<file path="config.mk">
export PLATFORM = sky130hd
export DESIGN_NAME = restore_div_seq
export DESIGN_NICKNAME = d
export VERILOG_FILES = /design/src/rtl/restore_div_seq.sv
export SDC_FILE = /design/constraint.sdc
export NUM_CORES = 1
export LEC_CHECK = 0
export ABC_AREA = 1
export BUFFER_PORTS_ARGS = -buffer_cell sky130_fd_sc_hd__buf_4
export CORE_ASPECT_RATIO = 0.7
export CORE_UTILIZATION = 59
export CTS_CLUSTER_SIZE = 10
export DETAILED_ROUTE_END_ITERATION = 7
export GPL_ROUTABILITY_DRIVEN = 0
export GPL_TIMING_DRIVEN = 0
export MAX_ROUTING_LAYER = met4
export PLACE_DENSITY = 0.8
export SETUP_SLACK_MARGIN = 0.1
export SLEW_MARGIN = 20
export SYNTH_ARGS = -nofsm -noshare
export SYNTH_HDL_FRONTEND = slang
export SYNTH_SLANG_ARGS = --single-unit
</file>
<file path="constraint.sdc">
create_clock -name clk -period 4.15 [get_ports clk]
set_input_delay 1.0375 -clock clk [delete_from_list [all_inputs] [get_ports clk]]
set_output_delay 1.0375 -clock clk [all_outputs]
set_load 0.01 [all_outputs]
</file>
<file path="src/rtl/restore_div_seq.sv">
// Iterative restoring divider: one quotient bit per clock through a single
// WIDTH+1-bit subtract/restore stage, with signed mode and error flags.
module restore_div_seq #(
  parameter int WIDTH = 8
) (
  input  logic             clk,
  input  logic             rst_n,
  input  logic             start,
  input  logic             signed_op,
  input  logic [WIDTH-1:0] dividend,
  input  logic [WIDTH-1:0] divisor,
  output logic             busy,
  output logic             done,
  output logic [WIDTH-1:0] quotient,
  output logic [WIDTH-1:0] remainder,
  output logic             div_by_zero,
  output logic             overflow
);

  localparam int CW = $clog2(WIDTH);
  localparam logic [WIDTH-1:0] MOST_NEG = {1'b1, {(WIDTH-1){1'b0}}};

  typedef enum logic [1:0] {IDLE, RUN, FIX} state_t;

  state_t           state_reg;
  logic [CW-1:0]    cnt_reg;
  // Partial remainder is always < |D| after restore, so WIDTH bits hold it;
  // the extra bit only exists transiently in shift_w/trial_w.
  logic [WIDTH-1:0] p_reg;
  logic [WIDTH-1:0] a_reg;
  logic [WIDTH-1:0] d_reg;
  logic [WIDTH-1:0] n_reg;
  logic             sign_q_reg;
  logic             sign_r_reg;
  logic             dz_reg;
  logic             ovf_reg;

  logic [WIDTH:0]   shift_w;
  logic [WIDTH:0]   trial_w;
  logic [WIDTH-1:0] n_mag_w;
  logic [WIDTH-1:0] d_mag_w;
  logic [WIDTH-1:0] q_fix_w;
  logic [WIDTH-1:0] r_fix_w;

  always_comb begin
    n_mag_w = (signed_op && dividend[WIDTH-1]) ? ('0 - dividend) : dividend;
    d_mag_w = (signed_op && divisor[WIDTH-1])  ? ('0 - divisor)  : divisor;
    shift_w = {p_reg, a_reg[WIDTH-1]};
    trial_w = shift_w - {1'b0, d_reg};
    q_fix_w = sign_q_reg ? ('0 - a_reg) : a_reg;
    r_fix_w = sign_r_reg ? ('0 - p_reg) : p_reg;
  end

  always_ff @(posedge clk or negedge rst_n) begin
    if (!rst_n) begin
      state_reg   <= IDLE;
      cnt_reg     <= '0;
      p_reg       <= '0;
      a_reg       <= '0;
      d_reg       <= '0;
      n_reg       <= '0;
      sign_q_reg  <= 1'b0;
      sign_r_reg  <= 1'b0;
      dz_reg      <= 1'b0;
      ovf_reg     <= 1'b0;
      busy        <= 1'b0;
      done        <= 1'b0;
      quotient    <= '0;
      remainder   <= '0;
      div_by_zero <= 1'b0;
      overflow    <= 1'b0;
    end else begin
      case (state_reg)
        IDLE: begin
          done <= 1'b0;
          if (start) begin
            a_reg      <= n_mag_w;
            d_reg      <= d_mag_w;
            n_reg      <= dividend;
            sign_q_reg <= signed_op & (dividend[WIDTH-1] ^ divisor[WIDTH-1]);
            sign_r_reg <= signed_op & dividend[WIDTH-1];
            dz_reg     <= (divisor == '0);
            ovf_reg    <= signed_op && (dividend == MOST_NEG) && (divisor == '1);
            p_reg      <= '0;
            cnt_reg    <= CW'(WIDTH - 1);
            busy       <= 1'b1;
            state_reg  <= RUN;
          end
        end
        RUN: begin
          if (!trial_w[WIDTH]) begin
            p_reg <= trial_w[WIDTH-1:0];
            a_reg <= {a_reg[WIDTH-2:0], 1'b1};
          end else begin
            p_reg <= shift_w[WIDTH-1:0];
            a_reg <= {a_reg[WIDTH-2:0], 1'b0};
          end
          if (cnt_reg == '0) begin
            state_reg <= FIX;
          end else begin
            cnt_reg <= cnt_reg - 1'b1;
          end
        end
        FIX: begin
          // Error cases override the sign-corrected iteration result.
          if (dz_reg) begin
            quotient    <= '1;
            remainder   <= n_reg;
            div_by_zero <= 1'b1;
            overflow    <= 1'b0;
          end else if (ovf_reg) begin
            quotient    <= MOST_NEG;
            remainder   <= '0;
            div_by_zero <= 1'b0;
            overflow    <= 1'b1;
          end else begin
            quotient    <= q_fix_w;
            remainder   <= r_fix_w;
            div_by_zero <= 1'b0;
            overflow    <= 1'b0;
          end
          done      <= 1'b1;
          busy      <= 1'b0;
          state_reg <= IDLE;
        end
        default: state_reg <= IDLE;
      endcase
    end
  end

endmodule
</file>
# Word-level counts from Yosys, hierarchy flattened
# Cells that the tools add are included.
dict set report totals {
  ff_bits 61
  in_bits 20
  out_inout_bits 20
  word_cells 72
}
dict set report op_classes {
  n_addsub 6
  n_eq_ne 7
  mux 26
  n_bitwise 3
  reduce_logical 14
}
# op count
set op_table {}
lappend op_table {{$mux 8} 11}
lappend op_table {{$pmux 8 s2} 2}
lappend op_table {{$sub 1x8->8 const A} 4}
lappend op_table {{$eq 8x8->1 const B} 2}
lappend op_table {{$sub 9x8->9} 1}
lappend op_table {{$logic_not 8->1} 1}
lappend op_table {{$reduce_and 2->1} 4}
lappend op_table {{$mux 3} 2}
lappend op_table {{$ne 2x2->1 const B} 3}
lappend op_table {{$pmux 3 s2} 1}
lappend op_table {{$mux 1} 5}
lappend op_table {{$logic_and 1x1->1} 4}
lappend op_table {{$mux 2} 2}
lappend op_table {{$pmux 1 s2} 2}
lappend op_table {{$pmux 2 s2} 1}
lappend op_table {{$reduce_bool 2->1} 2}
lappend op_table {{$logic_not 3->1} 1}
lappend op_table {{$reduce_and 3->1} 1}
lappend op_table {{$sub 3x1->3 const B} 1}
lappend op_table {{$and 1x1->1} 2}
lappend op_table {{$eq 2x1->1 const B} 1}
lappend op_table {{$eq 2x2->1 const B} 1}
lappend op_table {{$logic_not 2->1} 1}
lappend op_table {{$xor 1x1->1} 1}

# Longest topological paths before layout
dict set report depth {
  word_depth 4
  ltp_mapped 13
  ltp_nobuf 13
}

# Worst setup path after synthesis
# Ideal clock, no wire load.
dict set report synth_path {
  path_type {input port to flip-flop}
  startpoint {input divisor[0]}
  endpoint {register d_reg[6]}
  setup_time_ns 0.083
  t_arrival_ns 1.889
  required_time_ns 4.067
  slack_ns 2.178
  path_stages 6
  n_path_buf 0
  cell_sequence {inv_1 -> ha_1 -> nor3b_1 -> a21oi_1 -> xnor2_1 -> o21ai_0}
}
dict set report synth_between {
  elab_chain_cells 2
}
# item line_no
set synth_lines {}
lappend synth_lines {{start: declaration} 11} ;# input logic [WIDTH-1:0] divisor,
lappend synth_lines {{$sub 1x8->8} 47} ;# d_mag_w = (signed_op && divisor[WIDTH-1]) ? ('0 - divisor) : divisor;
lappend synth_lines {{$mux 8} 47}
lappend synth_lines {{end signal: assignment} 78} ;# d_reg <= d_mag_w;
lappend synth_lines {{end: declaration} 31} ;# logic [WIDTH-1:0] d_reg;
# No other way between the ends.
# A chain may end at the register's enable or synchronous reset.

# Final worst setup path
dict set report layout_path {
  startpoint {register a_reg[7]}
  endpoint {register p_reg[4]}
}
dict set report layout_between {
  elab_chain_cells 3
}
# item line_no
set layout_lines {}
lappend layout_lines {{start: declaration} 30} ;# logic [WIDTH-1:0] a_reg;
lappend layout_lines {{start signal: assignment} 77} ;# a_reg <= n_mag_w;
lappend layout_lines {{start signal: assignment} 93} ;# a_reg <= {a_reg[WIDTH-2:0], 1'b1};
lappend layout_lines {{start signal: assignment} 96} ;# a_reg <= {a_reg[WIDTH-2:0], 1'b0};
lappend layout_lines {{$sub 9x8->9} 49} ;# trial_w = shift_w - {1'b0, d_reg};
lappend layout_lines {{$mux 8} 91} ;# if (!trial_w[WIDTH]) begin
lappend layout_lines {{$pmux 8 s2} 73} ;# case (state_reg)
lappend layout_lines {{end signal: assignment} 92} ;# p_reg <= trial_w[WIDTH-1:0];
lappend layout_lines {{end signal: assignment} 95} ;# p_reg <= shift_w[WIDTH-1:0];
lappend layout_lines {{end: declaration} 29} ;# logic [WIDTH-1:0] p_reg;
# No other way between the ends.

==> summary.md <==
| Metric | Value |
|---|---|
| R2R Setup Slk | 1.93 ns |
| Yosys reg bits | 61 |
| Pre-CTS setup slack | 1.79 ns |
| MaxCap Viol Count | 0 |
| Total core area | 5780 sq um |
| Final ANT Viol Nets | 0 |
| Final core occ | 0.717 |
| Yosys warning count | 0 |
| GR Util All Layers | 0.306 |
| CTS Hold Bufs | 0 |
| WP data required | 4.37 ns |
| Crit-path max FO | 9 |
| Worst setup margin | 1.93 ns |
| Reg power frac | 0.311 |
| Hold WC Path Type | register to register |
| Crit path kind | register to register |
| Nets | 548 |
| Die W | 95.1 microns |
| Initial antenna violation count | 0 |
| Fill count | 503 |
| Final wirelength | 8640 microns |
| Global route overflow | 0 |
| Antenna cells | 0 |
| Launching element type of the critical path | register |
| Share of post-route cells with drive strength above 1 | 0.162 |
| Reg-to-Reg End | p_reg[4]$_DFFE_PN0P_ |
| Post-synth cell types | 34 |
| Vias per Instance | 5.51 |
| P_sw | 1610 uW |
| Critical path origin | a_reg[7]$_DFFE_PN0P_ |
| Most frequent cell after synthesis | nand2_1 |
| Post-synth top area cell | dfrtp_1 |
| Critical path endpoint category | register |
| CTS resizes | 0 |
| Worst R2R Path Depth | 12 |
| Reg clk slew, reported paths | 0.07 ns |
| Largest net degree at the start of global routing | 62 |
| Relative slew slack | 0.501 |
| Synth top cells by count | nand2_1, dfrtp_1, inv_1 |
| Tcrit/Tclk final | 0.535 |
| DRT iter0 DRCs | 280 |
| Crit path DAT | 2.44 ns |
| Comb power frac | 0.553 |
| Static leakage | 0.00220 uW |
| H-tree depth | 3 |
| Initial cell density of the core | 0.619 |
| Fmax | 450 MHz |
| Area growth syn-to-layout | 15.8% |
| Final hold viol count | 0 |
| EDFF count, synth | 0 |
| Root Buffer | clkbuf_8 |
| IO Pins | 40 |
| Vias in the first global route | 2,982 |
| Worst reg2reg startpoint | a_reg[7]$_DFFE_PN0P_ |
| Seq/Total Area, Yosys | 0.426 |
| Worst Skew | 0.00872 ns |
| Max Root-Sink Buffers | 2 |
| Postcts setup bufs | 0 |
| Top-area cell type share of the netlist area | 0.426 |
| Critical path endpoint | p_reg[4]$_DFFE_PN0P_ |
| Chip Height | 67.2 microns |
| P_int | 1860 uW |
| Pre-antenna DRT Iters | 5 |
| Netlist Area Pre-Place | 3580 sq um |
| Final Max Slew Viols | 0 |
| Rows | 23 |
| Clk Latency, worst-skew pair | 0.33 ns |
| Main flop type after synthesis | dfrtp_1 |
| TritonCTS Sinks | 61 |
| Syn Inst Count | 462 |
| # setup viols final | 0 |
| Avg Inst Size Synth | 7.75 sq um |
| Setup TNS | 0 ns |
| Sw Share | 0.464 |
| Clock share of power | 0.136 |
| First-pass GRT wire length | 14,300 microns |
| I/O Buffers | 39 |
| Dpl hpwl | 6720 microns |
| Cts bufs inserted | 9 |
| Pwr Density | 837 nW/um^2 |
| Crit path time final | 2.22 ns |
| FFs w/ async S/R, synth | 1.00 |
| Post-synthesis net count | 498 |
| Die Footprint | 6390 sq um |
| Status | finished, final reports clean |
| Unrepaired setup endpoints after global routing | no |
| Top post-synthesis cells by area | dfrtp_1, nand2_1, inv_1, ha_1, nand3_1 |
| Hold path depth | 1 |
| DRC viols | 0 |
| Detailed-route via count | 3,263 |
| WL/cell | 14.6 microns |
| Worst-Margin Slew | 0.749 ns |
| CTS tree | built |
| Max VDD drop | 391 uV |
## logic make-up (layout without fill, tap and decap cells)
| group | count (synthesis) | in the layout | share of synthesized area |
|---|---|---|---|
| AND/OR/NAND/NOR | 223 | 223 | 0.273 |
| buffers and inverters | 77 | 132 | 0.0852 |
| AO/OA/AOI/OAI | 69 | 69 | 0.119 |
| flip-flops | 61 | 61 | 0.426 |
| adder cells (fa/ha/maj) | 16 | 16 | 0.0580 |
| XOR/XNOR | 16 | 16 | 0.0391 |
## layout by cell type, fill, tap and decap left out, types with 2 or more instances in the layout
| cell | n |
|---|---|
| nor2_1 | 30 |
| nand2_1 | 135 |
| buf_4 | 39 |
| nor3_1 | 2 |
| nor2_2 | 2 |
| o22ai_1 | 3 |
| o221ai_1 | 3 |
| ha_1 | 15 |
| clkinv_2 | 3 |
| inv_2 | 7 |
| xnor2_1 | 4 |
| a22oi_1 | 7 |
| o21ai_1 | 3 |
| nand3_2 | 3 |
| o21ai_0 | 27 |
| clkbuf_8 | 11 |
| a21oi_1 | 10 |
| dfrtp_1 | 61 |
| buf_2 | 7 |
| nand2_2 | 5 |
| nand3_1 | 34 |
| a31oi_1 | 3 |
| xor2_1 | 12 |
| o211ai_1 | 8 |
| inv_1 | 61 |
| nand2_4 | 2 |
| o21bai_1 | 3 |
| nand4_1 | 6 |
| clkbuf_1 | 2 |
## critical path, stage by stage, from the launching register on
cell	delay (ns)
dfrtp_1	0.42
inv_1	0.15
ha_1	0.18
inv_1	0.08
fa_1	0.42
nand3_2	0.08
nand3_2	0.12
nand2_2	0.13
nand3_4	0.14
nand2_4	0.16
nand2_1	0.08
nand3_1	0.10
nand2_1	0.06
## cell type report
cell class	instances	area, sq um	share of cell area
multi-input cells	324	1750	0.422
flip-flops and latches	61	1530	0.368
repair buffers	39	293	0.0706
inverters	68	255	0.0616
clock buffers	12	155	0.0374
well taps	75	93.8	0.0226
plain buffers	9	50.0	0.0121
clock inverters	4	22.5	0.00543
## stage by stage
| step | hold WS, ns | std cells | total power (uW) | instance area [sq um] |
|---|---|---|---|---|
| 2_1_floorplan | 0.440 | 462 | 2430 | 3580 |
| 3_3_place_gp | 0.456 | 576 | 2890 | 3970 |
| 3_5_place_dp | 0.472 | 576 | 2980 | 3970 |
| 4_1_cts | 0.488 | 592 | 3460 | 4150 |
| 5_1_grt | 0.521 | 592 | 3800 | 4150 |
| 6_report | 0.483 | 592 | 3470 | 4150 |
## how the worst min path moves through the flow
stage	slack (ns)	start	to
after floorplan	0.44	cnt_reg[0]$_DFFE_PN0P_	cnt_reg[0]$_DFFE_PN0P_
after global placement	0.46	cnt_reg[0]$_DFFE_PN0P_	cnt_reg[0]$_DFFE_PN0P_
after detailed placement	0.47	busy$_DFFE_PN0P_	busy$_DFFE_PN0P_
after CTS	0.49	cnt_reg[0]$_DFFE_PN0P_	cnt_reg[0]$_DFFE_PN0P_
after global routing	0.52	d_reg[6]$_DFFE_PN0P_	d_reg[6]$_DFFE_PN0P_
final	0.48	cnt_reg[0]$_DFFE_PN0P_	cnt_reg[0]$_DFFE_PN0P_
## metal layers
metal	track usage	up-vias	routed length, microns
li1	-	1594	-
met1	0.442	1512	4270
met2	0.430	146	3560
met3	0.0709	11	747
met4	0.0795	0	61
met5	-	-	0
## power groups by stage
stage | Combinational (uW) | Sequential [uW] | Clock, uW
after global placement | 1820 | 1070 | 0
after floorplan | 1370 | 1060 | 0
after global routing | 2180 | 1110 | 507
after CTS | 1900 | 1080 | 477
after detailed placement | 1890 | 1080 | 0
final | 1920 | 1080 | 472
Note: power is estimated with default switching activity, not from simulation.
